<file path="src/rtl/pager_pkg.sv">
// pager_pkg: shared FSM state type, default timing constants and counter-width helper
//   Used by pager_scheduler and the zero-sequence pager detector.
package pager_pkg;

    typedef enum logic [1:0] {
        IDLE = 2'd0,
        ON   = 2'd1,
        OFF  = 2'd2,
        GAP  = 2'd3
    } pager_state_e;

    localparam int DEF_N_REQ   = 4;
    localparam int DEF_ON_CYC  = 8;
    localparam int DEF_OFF_CYC = 8;
    localparam int DEF_REPEATS = 3;
    localparam int DEF_GAP_CYC = 4;

    // bits needed to hold n-1, never less than one
    function automatic int cnt_w(input int n);
        return (n < 2) ? 1 : $clog2(n);
    endfunction

endpackage

</file>
<file path="src/rtl/rr_arbiter.sv">
// rr_arbiter: combinational rotate-priority encoder
//   req_i    in  N      request vector
//   ptr_i    in  IW     last owner; search starts at ptr_i+1 (cyclic)
//   onehot_o out N      one-hot winner, 0 when no request
//   idx_o    out IW     winner index, 0 when no request
module rr_arbiter #(
    parameter int N = 4
) (
    input  logic [N-1:0]         req_i,
    input  logic [$clog2(N)-1:0] ptr_i,
    output logic [N-1:0]         onehot_o,
    output logic [$clog2(N)-1:0] idx_o
);

    localparam int IW = $clog2(N);

    int i;

    // walk from farthest to nearest so the nearest set bit wins
    always_comb begin
        onehot_o = '0;
        idx_o    = '0;
        i        = 0;
        for (int k = N; k >= 1; k--) begin
            i = (int'(ptr_i) + k) % N;
            if (req_i[IW'(i)]) begin
                onehot_o        = '0;
                onehot_o[IW'(i)] = 1'b1;
                idx_o           = IW'(i);
            end
        end
    end

endmodule

</file>
<file path="src/rtl/pager_scheduler.sv">
// pager_scheduler: round-robin sharing of one pager buzz output among N_REQ requesters
//   clk       in  1      system clock, rising edge
//   rst_n     in  1      asynchronous active-low reset
//   req_i     in  N_REQ  level page requests
//   ack_i     in  1      user acknowledge
//   grant_o   out N_REQ  one-hot current owner, 0 when none
//   busy_o    out 1      high in ON/OFF/GAP
//   buzz_o    out 1      alert drive, high only in ON
//   done_o    out 1      one-cycle pulse when a page finishes
//   done_id_o out IDW    finished owner, valid with done_o
//   acked_o   out 1      page ended by ack (with done_o)
//   missed_o  out 1      page ended by burst expiry (with done_o)
module pager_scheduler
    import pager_pkg::*;
#(
    parameter int N_REQ   = DEF_N_REQ,
    parameter int ON_CYC  = DEF_ON_CYC,
    parameter int OFF_CYC = DEF_OFF_CYC,
    parameter int REPEATS = DEF_REPEATS,
    parameter int GAP_CYC = DEF_GAP_CYC
) (
    input  logic                     clk,
    input  logic                     rst_n,
    input  logic [N_REQ-1:0]         req_i,
    input  logic                     ack_i,
    output logic [N_REQ-1:0]         grant_o,
    output logic                     busy_o,
    output logic                     buzz_o,
    output logic                     done_o,
    output logic [$clog2(N_REQ)-1:0] done_id_o,
    output logic                     acked_o,
    output logic                     missed_o
);

    localparam int IDW  = $clog2(N_REQ);
    localparam int CMAX = ((ON_CYC > OFF_CYC) ? ON_CYC : OFF_CYC) > GAP_CYC
                          ? ((ON_CYC > OFF_CYC) ? ON_CYC : OFF_CYC) : GAP_CYC;
    localparam int CW   = cnt_w(CMAX);
    localparam int RW   = cnt_w(REPEATS);

    localparam logic [CW-1:0]  ON_LD    = CW'(ON_CYC - 1);
    localparam logic [CW-1:0]  OFF_LD   = CW'(OFF_CYC - 1);
    localparam logic [CW-1:0]  GAP_LD   = CW'(GAP_CYC - 1);
    localparam logic [RW-1:0]  REP_LAST = RW'(REPEATS - 1);
    localparam logic [IDW-1:0] PTR_RST  = IDW'(N_REQ - 1);

    pager_state_e     state_q, state_d;
    logic [CW-1:0]    cnt_q, cnt_d;
    logic [RW-1:0]    rep_q, rep_d;
    logic [IDW-1:0]   owner_q, owner_d;
    logic [IDW-1:0]   ptr_q, ptr_d;
    logic [N_REQ-1:0] grant_q, grant_d;
    logic             busy_q, busy_d;
    logic             buzz_q, buzz_d;
    logic             done_q, done_d;
    logic [IDW-1:0]   done_id_q, done_id_d;
    logic             acked_q, acked_d;
    logic             missed_q, missed_d;
    logic [N_REQ-1:0] arb_oh;
    logic [IDW-1:0]   arb_idx;
    logic             cnt_zero, expire, end_pg;

    rr_arbiter #(.N(N_REQ)) u_arb (
        .req_i    (req_i),
        .ptr_i    (ptr_q),
        .onehot_o (arb_oh),
        .idx_o    (arb_idx)
    );

    assign cnt_zero = (cnt_q == '0);

    always_comb begin
        state_d  = state_q;
        cnt_d    = cnt_q;
        rep_d    = rep_q;
        owner_d  = owner_q;
        ptr_d    = ptr_q;
        acked_d  = 1'b0;
        missed_d = 1'b0;
        end_pg   = 1'b0;
        expire   = (state_q == OFF) && cnt_zero && (rep_q == REP_LAST);
        unique case (state_q)
            IDLE: if (|req_i) begin
                state_d = ON;
                owner_d = arb_idx;
                cnt_d   = ON_LD;
                rep_d   = '0;
            end
            ON, OFF: begin
                // end causes in priority order: ack, withdraw, expiry
                if (ack_i) begin
                    end_pg  = 1'b1;
                    acked_d = 1'b1;
                end else if (!req_i[owner_q]) begin
                    end_pg = 1'b1;
                end else if (expire) begin
                    end_pg   = 1'b1;
                    missed_d = 1'b1;
                end else if (cnt_zero) begin
                    state_d = (state_q == ON) ? OFF : ON;
                    cnt_d   = (state_q == ON) ? OFF_LD : ON_LD;
                    rep_d   = (state_q == ON) ? rep_q : rep_q + 1'b1;
                end else begin
                    cnt_d = cnt_q - 1'b1;
                end
                if (end_pg) begin
                    state_d = GAP;
                    cnt_d   = GAP_LD;
                    ptr_d   = owner_q;
                end
            end
            GAP: begin
                state_d = cnt_zero ? IDLE : GAP;
                cnt_d   = cnt_zero ? cnt_q : cnt_q - 1'b1;
            end
            default: state_d = IDLE;
        endcase
        done_d    = end_pg;
        done_id_d = end_pg ? owner_q : '0;
        busy_d    = (state_d != IDLE);
        buzz_d    = (state_d == ON);
        // a fresh grant comes from the arbiter; a running page keeps its grant
        grant_d   = (state_d == ON || state_d == OFF)
                    ? ((state_q == IDLE) ? arb_oh : grant_q) : '0;
    end

    always_ff @(posedge clk or negedge rst_n) begin
        if (!rst_n) begin
            state_q   <= IDLE;
            cnt_q     <= '0;
            rep_q     <= '0;
            owner_q   <= '0;
            ptr_q     <= PTR_RST;
            grant_q   <= '0;
            busy_q    <= 1'b0;
            buzz_q    <= 1'b0;
            done_q    <= 1'b0;
            done_id_q <= '0;
            acked_q   <= 1'b0;
            missed_q  <= 1'b0;
        end else begin
            state_q   <= state_d;
            cnt_q     <= cnt_d;
            rep_q     <= rep_d;
            owner_q   <= owner_d;
            ptr_q     <= ptr_d;
            grant_q   <= grant_d;
            busy_q    <= busy_d;
            buzz_q    <= buzz_d;
            done_q    <= done_d;
            done_id_q <= done_id_d;
            acked_q   <= acked_d;
            missed_q  <= missed_d;
        end
    end

    assign grant_o   = grant_q;
    assign busy_o    = busy_q;
    assign buzz_o    = buzz_q;
    assign done_o    = done_q;
    assign done_id_o = done_id_q;
    assign acked_o   = acked_q;
    assign missed_o  = missed_q;

endmodule
</file>
<file path="config.mk">
export PLATFORM = sky130hd
export DESIGN_NAME = pager_scheduler
export DESIGN_NICKNAME = d
export VERILOG_FILES = /design/src/rtl/pager_pkg.sv /design/src/rtl/rr_arbiter.sv /design/src/rtl/pager_scheduler.sv
export SDC_FILE = /design/constraint.sdc
export NUM_CORES = 1
export LEC_CHECK = 0
export ABC_AREA = 1
export CAP_MARGIN = 20
export CORE_MARGIN = 4
export CORE_UTILIZATION = 56
export CTS_CLUSTER_SIZE = 20
export DETAILED_ROUTE_END_ITERATION = 8
export PLACE_DENSITY = 0.79
export SLEW_MARGIN = 20
export SYNTH_ARGS = -nofsm -noshare
export SYNTH_HDL_FRONTEND = slang
export SYNTH_SLANG_ARGS = --single-unit
</file>
<file path="constraint.sdc">
create_clock -name clk -period 2.4 [get_ports clk]
set_input_delay 0.24 -clock clk [delete_from_list [all_inputs] [get_ports clk]]
set_output_delay 0.24 -clock clk [all_outputs]
set_load 0.02 [all_outputs]
</file>
# Word level (Yosys, flattened, before mapping)
# Index checks and enable logic that the tools add are counted.
[op_classes]
muxes = 67
eq_ne = 17
reduce_logical = 17
order_cmp = 9
add_sub_neg = 6
[op_table]
columns = ["operator", "count"]
rows = [
  ["2-bit two-way mux", 19],
  ["4-bit two-way mux", 6],
  ["1-bit two-way mux", 23],
  ["3-bit two-way mux", 7],
  ["2-bit by 4-bit less-than comparator with 1-bit output, second input constant", 4],
  ["2-bit inequality test, second input constant", 7],
  ["1-bit binary-select mux with 2-bit select", 5],
  ["3-bit inequality test, second input constant", 3],
  ["3-bit case mux with 3 select lines", 1],
  ["1-bit demux with 2-bit select", 4],
  ["2-bit equality test, second input constant", 4],
  ["2-bit by 1-bit greater-or-equal comparator with 1-bit output, second input constant", 4],
  ["7-bit AND reduction", 1],
  ["2-bit by 1-bit adder with 2-bit output, second input constant", 3],
  ["1-bit logical AND", 6],
  ["2-bit case mux with 3 select lines", 1],
  ["5-bit AND reduction", 1],
  ["2-bit adder, second input constant", 2],
  ["2-bit by 1-bit equality test with 1-bit output, second input constant", 2],
  ["2-bit case mux with 2 select lines", 1],
  ["2-bit AND reduction", 2],
  ["2-bit nonzero test", 2],
  ["4-bit OR reduction", 1],
  ["3-bit logical NOT", 1],
  ["6 further kinds", 6],
]
[totals]
wordCells = 128
reg_bits = 22
output_inout_bits = 11
input_bits = 7

# Depth between registers and ports, before layout
# Gate-level depths: netlist of the first run.
[depth]
depth_word = 12
mapped_depth = 18
ltp_nobuf = 18

# Cells and area by module
# Synthesis of the first run repeated with hierarchy kept, for this count alone.
[unflattened]
cells_unflattened = 235
hier_area_um2 = 1692.9
[modules_own_cells]
columns = ["mod", "area_per_inst_um2", "cells_each", "seq_area_each_um2", "n_inst"]
rows = [
  ["pager_scheduler", 1197.4, 146, 553.0, 1],
  ["rr_arbiter", 495.5, 89, 0.0, 1],
]

# Worst setup path before layout of the first run
# No wires, ideal clock.
[synth_path]
kind = "register -> register"
startpoint = "reg state_q[0]"
endpoint = "reg grant_q[1] (netlist: grant_o[1])"
t_required_ns = 2.284
path_stages_with_launch = 17
setup_ns = 0.116
slack_ns = 0.244
arrival_ns = 2.039
n_path_buf = 1
synth_period_minus_slack_ns = 2.156
cell_sequence = "dfrtp_1 -> inv_1 -> ha_1 -> clkbuf_2 -> inv_1 -> nor3_1 -> nor3_1 -> nand2_1 -> o21a_1 -> inv_1 -> ha_1 -> nand2_1 -> inv_1 -> o21ai_1 -> inv_1 -> nand2_1 -> nand2_1"
[synth_between]
elab_chain_cells = 12
word_cells_on_any_way = 24
cone_classes = "eq/ne: 6; mux: 13; reduce/logical: 5"
[synth_lines]
columns = ["element", "line", "source"]
rows = [
  ["start, declared", "pager_scheduler.sv:47", "pager_state_e state_q, state_d;"],
  ["start signal, assigned", "pager_scheduler.sv:142", "state_q <= state_d;"],
  ["2-bit equality test", "pager_scheduler.sv:81, pager_scheduler.sv:82", ""],
  ["1-bit logical AND (2 in a row)", "pager_scheduler.sv:81", "expire = (state_q == OFF) && cnt_zero && (rep_q == REP_LAST);"],
  ["1-bit two-way mux", "pager_scheduler.sv:96", "end else if (expire) begin"],
  ["1-bit two-way mux", "pager_scheduler.sv:94", "end else if (!req_i[owner_q]) begin"],
  ["1-bit two-way mux", "pager_scheduler.sv:91", "if (ack_i) begin"],
  ["1-bit two-way mux", "pager_scheduler.sv:82", "unique case (state_q)"],
  ["2-bit two-way mux", "pager_scheduler.sv:106", "if (end_pg) begin"],
  ["2-bit case mux with 3 select lines (*)", "pager_scheduler.sv:82", ""],
  ["via state_d[0]", "pager_scheduler.sv:47", ""],
  ["2-bit by 1-bit equality test with 1-bit output / 2-bit equality test (equally long branches)", "pager_scheduler.sv:123", "grant_d = (state_d == ON || state_d == OFF)"],
  ["1-bit logical OR (*)", "pager_scheduler.sv:123", ""],
  ["2-bit by 1-bit inequality test with 1-bit output (no source line) / 4-bit two-way mux (equally long branches)", "--", ""],
  ["end signal, assigned", "pager_scheduler.sv:147", "grant_q <= grant_d;"],
  ["end, declared", "pager_scheduler.sv:52", "logic [N_REQ-1:0] grant_q, grant_d;"],
]
# Mark *: on every way through the listed nets, which the timed path passes. The rest lies on a longest branch. The select of a mux whose other input is x is not followed.
# A chain may end at the register's enable or synchronous reset.

# Worst setup path after layout of the first run
[layout_path]
startpoint = "reg state_q[1]"
endpoint = "reg grant_q[1] (netlist: grant_o[1])"
[layout_between]
elab_chain_cells = 12
word_cells_on_any_way = 24
cone_classes = "eq/ne: 6; mux: 13; reduce/logical: 5"
[layout_lines]
columns = ["element", "line"]
rows = [
  ["2-bit equality test", "pager_scheduler.sv:81, pager_scheduler.sv:82"],
  ["1-bit logical AND (2 in a row)", "pager_scheduler.sv:81"],
  ["1-bit two-way mux", "pager_scheduler.sv:96"],
  ["1-bit two-way mux", "pager_scheduler.sv:94"],
  ["1-bit two-way mux", "pager_scheduler.sv:91"],
  ["1-bit two-way mux", "pager_scheduler.sv:82"],
  ["2-bit two-way mux", "pager_scheduler.sv:106"],
  ["2-bit case mux with 3 select lines", "pager_scheduler.sv:82"],
  ["2-bit by 1-bit equality test with 1-bit output / 2-bit equality test (equally long branches)", "pager_scheduler.sv:123"],
  ["1-bit logical OR", "pager_scheduler.sv:123"],
  ["2-bit by 1-bit inequality test with 1-bit output (no source line) / 4-bit two-way mux (equally long branches)", "--"],
]
# Parallel ways exist; a longest one is shown, timed or not. The select of a mux whose other input is x is not followed.

==> qor.csv, run 1 <==
stage,metric,value,unit
setup_path,endpoint_kind,flip-flop,
pwr,ir_worst_vdd,1000,uV
setup_path,critical_path.startpoint,state_q[1],
grt,antenna_found_initial,0,
routing,drt_iter0_markers,87,
floorplan,initial_core_util,60.3,%
yosys,yosys-top-cells-area,"dfrtp_1 (29%), nand2_1 (17%), ha_1 (12%), inv_1 (8.8%), nor2_1 (3.5%)",
finish,seqCellArea,553,sq um
finish,final_cell_area,2120,sq um
clock_network,cts_max_path_buffers,2,
sta,fmax,429,MHz
routing,dr.pass1.iters,4,
yosys,synth_area,1710,sq um
sta,fin_crit,2.33,ns
clock_network,cts_tree,built,
floorplan,io_pins,18,
sta,finalMaxSlewViolations,0,
setup_path,required,2.62,ns
sta,hold_viol_final,0,
place,place_area,1950,sq um
pwr,power,3.35,mW
worst_hold_path,hold_class,in -> async,
sta,post-route-period-util,97.1,%
finish,area_growth,24.4,%
yosys,ys_types,28,
yosys,yosysSeqAreaShare,32.4,%
setup_path,ff2ff_path_depth,17,
sta,tightest_slew,0.419,ns
grt,use_met2,29.5,%
routing,routedWlPerCell,12.3,um
yosys,synthArstFlopShare,100,%
place,port_buffers,17,
status,status,"complete, no violations",
floorplan,dieWidth,63.2,um
setup_path,ff2ff_setup_slack,0.07,ns
routing,vias,1593,
finish,drive_above_1_share,21.8,%
finish,final_cells,306,
routing,totalWireLength,3.77,mm
clock_network,cts_sinks,22,
sta,fin_skew,0.0140,ns
setup_path,crit_fanout,4,
floorplan,num_rows,19,
grt,grt_pass1_wl,6.07,mm
grt,top_usage_layer,met2,
sta,relSlewSlack,71.8,%
setup_path,worstPathArrival,2.55,ns
yosys,syn_avg_cell_area,7.05,sq um
grt,grt_max_degree,23,
yosys,synth_top_area_share,29.3,%
setup_path,worstReg2RegEnd,grant_o[1],
grt,overflow,0,
yosys,yosysWarnings,0,
floorplan,die_y,63.2,um
setup_path,r2r-start,state_q[1],
yosys,synth_top_area_cell,dfrtp_1,
floorplan,coreArea,2830,sq um
clock_network,clkTransAtPathRegs,0.13,ns
setup_path,worstSetupStartpointType,flip-flop,
job,drv_cap,0,
clock_network,h-tree-depth,1,
yosys,synth_edf_count,0,
place,dp.cells,295,
clock_network,cts_buffers,3,
yosys,ys_seq_elements,22,
place,hpwl,2.67,mm
setup_path,crit_path_end,grant_o[1],
routing,viasPerCell,5.21,
finish,fillerInstances,213,
grt,grt_util_met1,26.2,%
floorplan,dieArea,3990,sq um
clock_network,root_buffer,clkbuf_4,
finish,layout_common_cells,"nand2_1 (74), inv_1 (34), dfrtp_1 (20), clkdlybuf4s50_1 (17), nor2_1 (16)",
clock_network,worstSkewPairLatency,0.32,ns
pwr,p_per_area,1580,nW/um^2
finish,final_common_cell,nand2_1,
routing,drc,0,
place,gp_congestion,0.864,
grt,grt_use_total,18.3,%
setup_path,critPathKind,reg -> reg,
sta,finalSetupViolations,0,
pwr,p_leak,1.16,nW
routing,ant_nets,0,
yosys,mappedNetlistNets,266,
finish,multi_input_area,1030,sq um
finish,finalNetCount,300,
yosys,synthFlopType,dfrtp_1,
grt,grt_pass1_vias,1422,
sta,hold_ws,0.253,ns
grt,use_met3,2.84,%
finish,diodes,0,
yosys,syn_inst,242,
[cells in the mapped netlist (3+ instances only)]
master,n
nand2_1,79
nor2_1,16
ha_1,17
a21oi_1,9
nor2_4,5
nand3_1,10
o21ai_1,5
dfrtp_1,20
nor3_1,3
o21ai_0,4
inv_1,40
nand2_2,5
inv_2,4
o21ai_2,6
[stage by stage]
step	util (%)	worst slack (ns)	TNS, ns
after floorplan	-	0.244	0
after global placement	69.0	0.0616	0
after detailed placement	69.0	-0.0111	-0.0111
after CTS	70.9	0.0593	0
after global routing	75.1	-0.0544	-0.103
final	75.1	0.0701	0
[logic make-up after synthesis]
family	count (synthesis)	synth area share [%]
AND/OR/NAND/NOR	126	33.0
XOR/XNOR	1	0.513
buffers and inverters	46	10.6
adder cells (fa/ha/maj)	17	12.5
AO/OA/AOI/OAI	30	11.0
flip-flops	22	32.4
[metal layers]
layer	share of wire, %	up-vias
met5	0	-
met4	0.96	0
met3	6.1	5
met2	47	58
met1	46	711
li1	-	819
[worst max-delay path, stage by stage (launching register included)]
cell and delay (ns):
dfrtp_1 0.45, ha_1 0.21, nand2_2 0.09, inv_1 0.05, nand2_2 0.07, nand4_1 0.18
nor2_1 0.16, nand2_1 0.06, nand2_1 0.08, nand2_2 0.08, a21oi_4 0.19, ha_4 0.23
nand2_4 0.07, inv_2 0.05, o21ai_1 0.08, inv_1 0.05, nand2_1 0.06, nand2_1 0.04
[where the power goes]
part | leakage, nW | switching (mW) | internal, mW | total (mW)
Clock | 0.0279 | 0.118 | 0.169 | 0.287
Combinational | 0.862 | 1.49 | 0.941 | 2.43
Sequential | 0.267 | 0.0881 | 0.540 | 0.629
Total | 1.16 | 1.70 | 1.65 | 3.35
[final cells by class]
type	count	share of cell area, %
clock buffer	3	1.06
clock inverter	1	1.41
inverter	44	7.78
multi-input combinational	174	48.7
sequential	22	26.0
tap	31	1.83
timing repair buffer	31	13.1
[flip-flops by register name, summed over array words and instances, names as in the netlist, 2 cells and up]
signal / count
ptr_q: 2
grant_o: 4
state_q: 2
owner_q: 2
rep_q: 2
done_id_o: 2
cnt_q: 3
[repair_timing]
item / CTS / global route
hold buffers: 0 / 0
resized for setup: 0 / 20
setup buffers: 0 / 7
endpoints found under the setup margin: 0 / 4
[how the worst min path moves through the flow]
stage / from / to / slack [ns] / depth (start not counted)
floorplan: rst_n / acked_o / -0.06 / 0
global placement: grant_o[1] / grant_o[1] / 0.46 / 2
detailed placement: grant_o[2] / grant_o[2] / 0.47 / 2
CTS: rst_n / buzz_o / 0.26 / 2
global route: rst_n / buzz_o / 0.26 / 2
finish: rst_n / buzz_o / 0.25 / 2
Power figures use the tool's default switching activity.
==> run 2: changes to the inputs <==
--- a/config.mk
+++ b/config.mk
@@ -8,11 +8,11 @@
 export ABC_AREA = 1
 export CAP_MARGIN = 20
 export CORE_MARGIN = 4
-export CORE_UTILIZATION = 56
+export CORE_UTILIZATION = 40
 export CTS_CLUSTER_SIZE = 20
 export DETAILED_ROUTE_END_ITERATION = 8
-export PLACE_DENSITY = 0.79
 export SLEW_MARGIN = 20
 export SYNTH_ARGS = -nofsm -noshare
 export SYNTH_HDL_FRONTEND = slang
 export SYNTH_SLANG_ARGS = --single-unit
+export TNS_END_PERCENT = 30
==> qor.csv, run 2 (synthesis gave the netlist of run 1 again) <==
stage,metric,value,unit
floorplan,num_rows,23,
sta,fmax,448,MHz
setup_path,slowest_stage,dfrtp_1,
clock_network,cts_sinks,22,
routing,drt_iter0_markers,57,
place,place_area,1980,sq um
floorplan,io_pins,18,
floorplan,die_y,73.3,um
pwr,p_per_area,1560,nW/um^2
grt,grt_use_total,15.3,%
grt,antenna_found_initial,0,
sta,fin_skew,0.00663,ns
setup_path,worstSetupStartpointType,flip-flop,
floorplan,coreArea,4060,sq um
grt,overflow,0,
finish,fillerInstances,412,
pwr,p_leak,1.15,nW
floorplan,initial_core_util,42.1,%
clock_network,cts_tree,built,
sta,hold_ws,0.286,ns
sta,hold_viol_final,0,
place,port_buffers,17,
sta,post-route-period-util,93.1,%
status,status,"complete, no violations",
floorplan,dieWidth,73.3,um
setup_path,critPathKind,reg -> reg,
routing,viasPerCell,4.71,
finish,drive_above_1_share,21.2,%
sta,fin_crit,2.23,ns
setup_path,slowest_delay,0.40,ns
finish,largest_reg_flops,4,
finish,postLayoutCoreUtil,52.7,%
place,pre_cts_slack,-0.00545,ns
routing,routedWlPerCell,11.7,um
finish,multi_input_area,1030,sq um
worst_hold_path,hold_class,in -> async,
setup_path,crit_fanout,6,
routing,dr.pass1.iters,4,
setup_path,crit_family,simple AND/OR/NAND/NOR gates,
finish,layout_common_cells,"nand2_1 (74), inv_1 (36), dfrtp_1 (20), clkdlybuf4s50_1 (17), nor2_1 (16)",
sta,tightest_slew,0.473,ns
place,gp_congestion,0.878,
sta,relSlewSlack,68.4,%
grt,grt_pass1_wl,6.40,mm
sta,finalSetupViolations,0,
routing,vias,1521,
floorplan,dieArea,5380,sq um
place,hpwl,3.01,mm
routing,totalWireLength,3.79,mm
sta,finalSetupTns,0,ns
setup_path,r2r-start,cnt_q[0],
setup_path,crit_chain,inv_1 > ha_2 > inv_2 > nor2_4 > buf_4 > nor2_1 > nor3_2 > nor3_2 > nand2_1 > o21a_1 > inv_1 > ha_4 > nand2_2 > a211oi_1 > nand2_1 > nand2_1,
clock_network,h-tree-depth,1,
finish,seqCellArea,553,sq um
grt,grt_pass1_vias,1422,
grt,grt_max_degree,15,
clock_network,root_buffer,clkbuf_8,
job,drv_cap,0,
setup_path,endpoint_kind,flip-flop,
clock_network,ctsHoldBuffers,0,
finish,final_common_cell,nand2_1,
pwr,ir_worst_vdd,574,uV
routing,drc,0,
setup_path,worstPathArrival,2.44,ns
routing,ant_nets,0,
clock_network,worstSkewPairLatency,0.27,ns
sta,finalMaxSlewViolations,0,
setup_path,crit_top_cell,nand2_1,
clock_network,clkTransAtPathRegs,0.09,ns
clock_network,cts_buffers,3,
setup_path,critical_path.startpoint,cnt_q[0],
finish,area_growth,25.3,%
clock_network,cts_max_path_buffers,2,
finish,diodes,0,
setup_path,cp.buffers_inverters,4,
finish,final_cell_area,2140,sq um
setup_path,required,2.61,ns
finish,finalNetCount,298,
sta,worst_slack,0.166,ns
run 2: what timing repair did:
action / CTS / global route
setup buffers: 0 / 5
hold endpoints to repair: 0 / 0
endpoints found under the setup margin: 0 / 4
resized for setup: 0 / 17
run 2: layout make-up:
| type | count | share of cell area, % |
|---|---|---|
| clock buffer | 3 | 1.93 |
| clock inverter | 1 | 1.40 |
| inverter | 44 | 7.72 |
| multi-input combinational | 174 | 48.0 |
| sequential | 22 | 25.9 |
| tap | 50 | 2.93 |
| timing repair buffer | 29 | 12.2 |
run 2: final timing paths:
| kind | to | slack [ns] | cells past startpoint |
|---|---|---|---|
| setup / recovery | grant_o[3] | 0.17 | 16 |
| hold / removal | state_q[0] | 0.29 | 1 |
| setup reg to reg | grant_o[3] | 0.17 | 16 |
| hold reg to reg | grant_o[2] | 0.50 | 2 |
| max in group asynchronous | ptr_q[1] | 1.48 | 2 |
| min in group clk | grant_o[2] | 0.50 | 2 |
run 2: metrics by stage:
| step | std cells | total power, mW |
|---|---|---|
| after floorplan | 242 | 2.22 |
| after global placement | 314 | 2.78 |
| after detailed placement | 314 | 2.80 |
| after CTS | 318 | 3.16 |
| after global routing | 323 | 3.68 |
| final | 323 | 3.33 |
run 2: where the power goes:
part           total (mW)  internal (mW)  switching (mW)
combinational        2.36          0.912            1.44
clock               0.352          0.223           0.129
sequential          0.626          0.542          0.0845
run 2: worst register-to-register path, cell delays in order (launching register included):
cell and delay [ns]:
dfrtp_1 0.40, inv_1 0.09, ha_2 0.17, inv_2 0.04, nor2_4 0.16, buf_4 0.15, nor2_1 0.04, nor3_2 0.13
nor3_2 0.05, nand2_1 0.06, o21a_1 0.17, inv_1 0.09, ha_4 0.27, nand2_2 0.05, a211oi_1 0.17, nand2_1 0.07
nand2_1 0.06
run 2: layer usage:
layer	track usage [%]	wire, um	vias to the layer above
met5	0	0	-
met4	6.04	59	0
met3	1.78	175	5
met2	24.1	1640	29
met1	21.5	1920	672
li1	-	-	815
==> run 3: changes to the inputs <==
--- a/config.mk
+++ b/config.mk
@@ -7,7 +7,7 @@
 export LEC_CHECK = 0
 export ABC_AREA = 1
 export CAP_MARGIN = 20
-export CORE_MARGIN = 4
+export CORE_MARGIN = 2
 export CORE_UTILIZATION = 40
 export CTS_CLUSTER_SIZE = 20
 export DETAILED_ROUTE_END_ITERATION = 8
@@ -15,4 +15,4 @@
 export SYNTH_ARGS = -nofsm -noshare
 export SYNTH_HDL_FRONTEND = slang
 export SYNTH_SLANG_ARGS = --single-unit
-export TNS_END_PERCENT = 30
+export TNS_END_PERCENT = 100
==> qor.csv, run 3 (synthesis gave the netlist of run 1 again) <==
stage,metric,value,unit
setup_path,worstSetupStartpointType,flip-flop,
routing,drt_iter0_markers,55,
setup_path,ff2ff_setup_slack,0.19,ns
pwr,p_per_area,1500,nW/um^2
sta,fin_crit,2.21,ns
routing,viasPerCell,4.66,
sta,finalSetupTns,0,ns
finish,area_growth,21.9,%
pwr,p_sw,1.54,mW
clock_network,clkTransAtPathRegs,0.08,ns
finish,layout_common_cells,"nand2_1 (79), inv_1 (39), dfrtp_1 (20), ha_1 (17), clkdlybuf4s50_1 (17)",
sta,tightest_slew,0.300,ns
sta,relSlewSlack,79.8,%
setup_path,ff2ff_path_depth,15,
pwr,p_leak,1.15,nW
floorplan,io_pins,18,
pwr,power_frac_clock,10.8,%
grt,grt_use_total,15.7,%
clock_network,cts_buffers,3,
floorplan,dieArea,4810,sq um
pwr,ir_worst_vdd,429,uV
worst_hold_path,hold_class,in -> async,
routing,ant_nets,0,
routing,dr.pass1.iters,4,
sta,rsz0062_at_grt,false,
clock_network,cts_sinks,22,
clock_network,h-tree-depth,1,
routing,drc,0,
floorplan,initial_core_util,42.1,%
grt,grt_pass1_wl,6.31,mm
job,drv_cap,0,
finish,final_common_cell,nand2_1,
clock_network,cts_max_path_buffers,2,
clock_network,cts_resized,0,
routing,routedWlPerCell,10.6,um
grt,grt_pass1_vias,1437,
grt,overflow,0,
setup_path,required,2.60,ns
sta,fmax,452,MHz
sta,worst_slack,0.188,ns
place,hpwl,2.80,mm
setup_path,crit_fanout,8,
status,status,"complete, no violations",
floorplan,die_y,69.3,um
sta,hold_viol_final,0,
clock_network,ctsHoldBuffers,0,
grt,grt_max_degree,23,
place,place_area,2010,sq um
routing,vias,1502,
setup_path,worstPathArrival,2.42,ns
sta,finalMaxSlewViolations,0,
floorplan,dieWidth,69.3,um
finish,final_cell_area,2080,sq um
setup_path,endpoint_kind,flip-flop,
sta,hold_ws,0.316,ns
grt,antenna_found_initial,0,
setup_path,critPathKind,reg -> reg,
place,gp_congestion,0.844,
floorplan,coreArea,4060,sq um
floorplan,num_rows,23,
pwr,comb_power_share,69.2,%
finish,postLayoutCoreUtil,51.3,%
pwr,intPower,1.59,mW
sta,post-route-period-util,92.1,%
pwr,swShare,49.2,%
clock_network,cts_tree,built,
sta,fin_skew,0.00358,ns
finish,finalNetCount,297,
finish,drive_above_1_share,15.8,%
place,pre_cts_slack,0.0610,ns
clock_network,postCtsSetupBuffers,0,
clock_network,root_buffer,clkbuf_8,
routing,totalWireLength,3.42,mm
clock_network,worstSkewPairLatency,0.26,ns
place,port_buffers,17,
sta,finalSetupViolations,0,
pwr,seqPwrFrac,19.9,%
finish,largest_reg_flops,4,
finish,diodes,0,
==> run 3: area by class of cell <==
class | instances | area, sq um
Clock buffer | 3 | 41.3
Clock inverter | 1 | 30.0
Fill cell | 405 | 1980
Inverter | 44 | 165
Multi-Input combinational cell | 174 | 976
Sequential cell | 22 | 553
Tap cell | 50 | 62.6
Timing Repair Buffer | 28 | 253
==> run 3: layer usage <==
metal	track usage [%]	share of wire (%)
met1	22.2	53
met2	24.9	43
met3	3.49	3.0
met4	2.61	0.91
met5	0	0
==> run 3: power by group through the flow <==
stage               Clock (mW)  Combinational (mW)  Sequential [mW]
floorplan                    0                1.48            0.736
global placement             0                2.16            0.631
detailed placement           0                2.17            0.632
CTS                      0.350                2.18            0.626
global route             0.362                2.50            0.645
finish                   0.338                2.17            0.624
==> run 3: worst paths after layout <==
path,startpoint,end
max,cnt_q[0],grant_o[3]
min,rst_n,grant_o[3]
max reg2reg,cnt_q[0],grant_o[3]
min reg2reg,grant_o[0],grant_o[0]
max in group asynchronous,rst_n,ptr_q[1]
min in group clk,grant_o[0],grant_o[0]
==> run 3: metrics by stage <==
stage	cells	total power [mW]
after floorplan	242	2.22
after global placement	318	2.79
after detailed placement	318	2.80
after CTS	322	3.15
after global routing	322	3.50
final	322	3.13
==> run 3: critical path, cell delays in order, from the launching register on <==
cell	delay [ns]
dfrtp_1	0.39
inv_1	0.09
ha_1	0.14
inv_1	0.06
nor2_4	0.16
nand2_1	0.10
nand4_1	0.14
nand2_1	0.09
nand2_1	0.08
o21a_1	0.14
inv_1	0.05
ha_1	0.28
nand2_1	0.07
a211oi_1	0.22
nand2_1	0.10
nand2_1	0.06
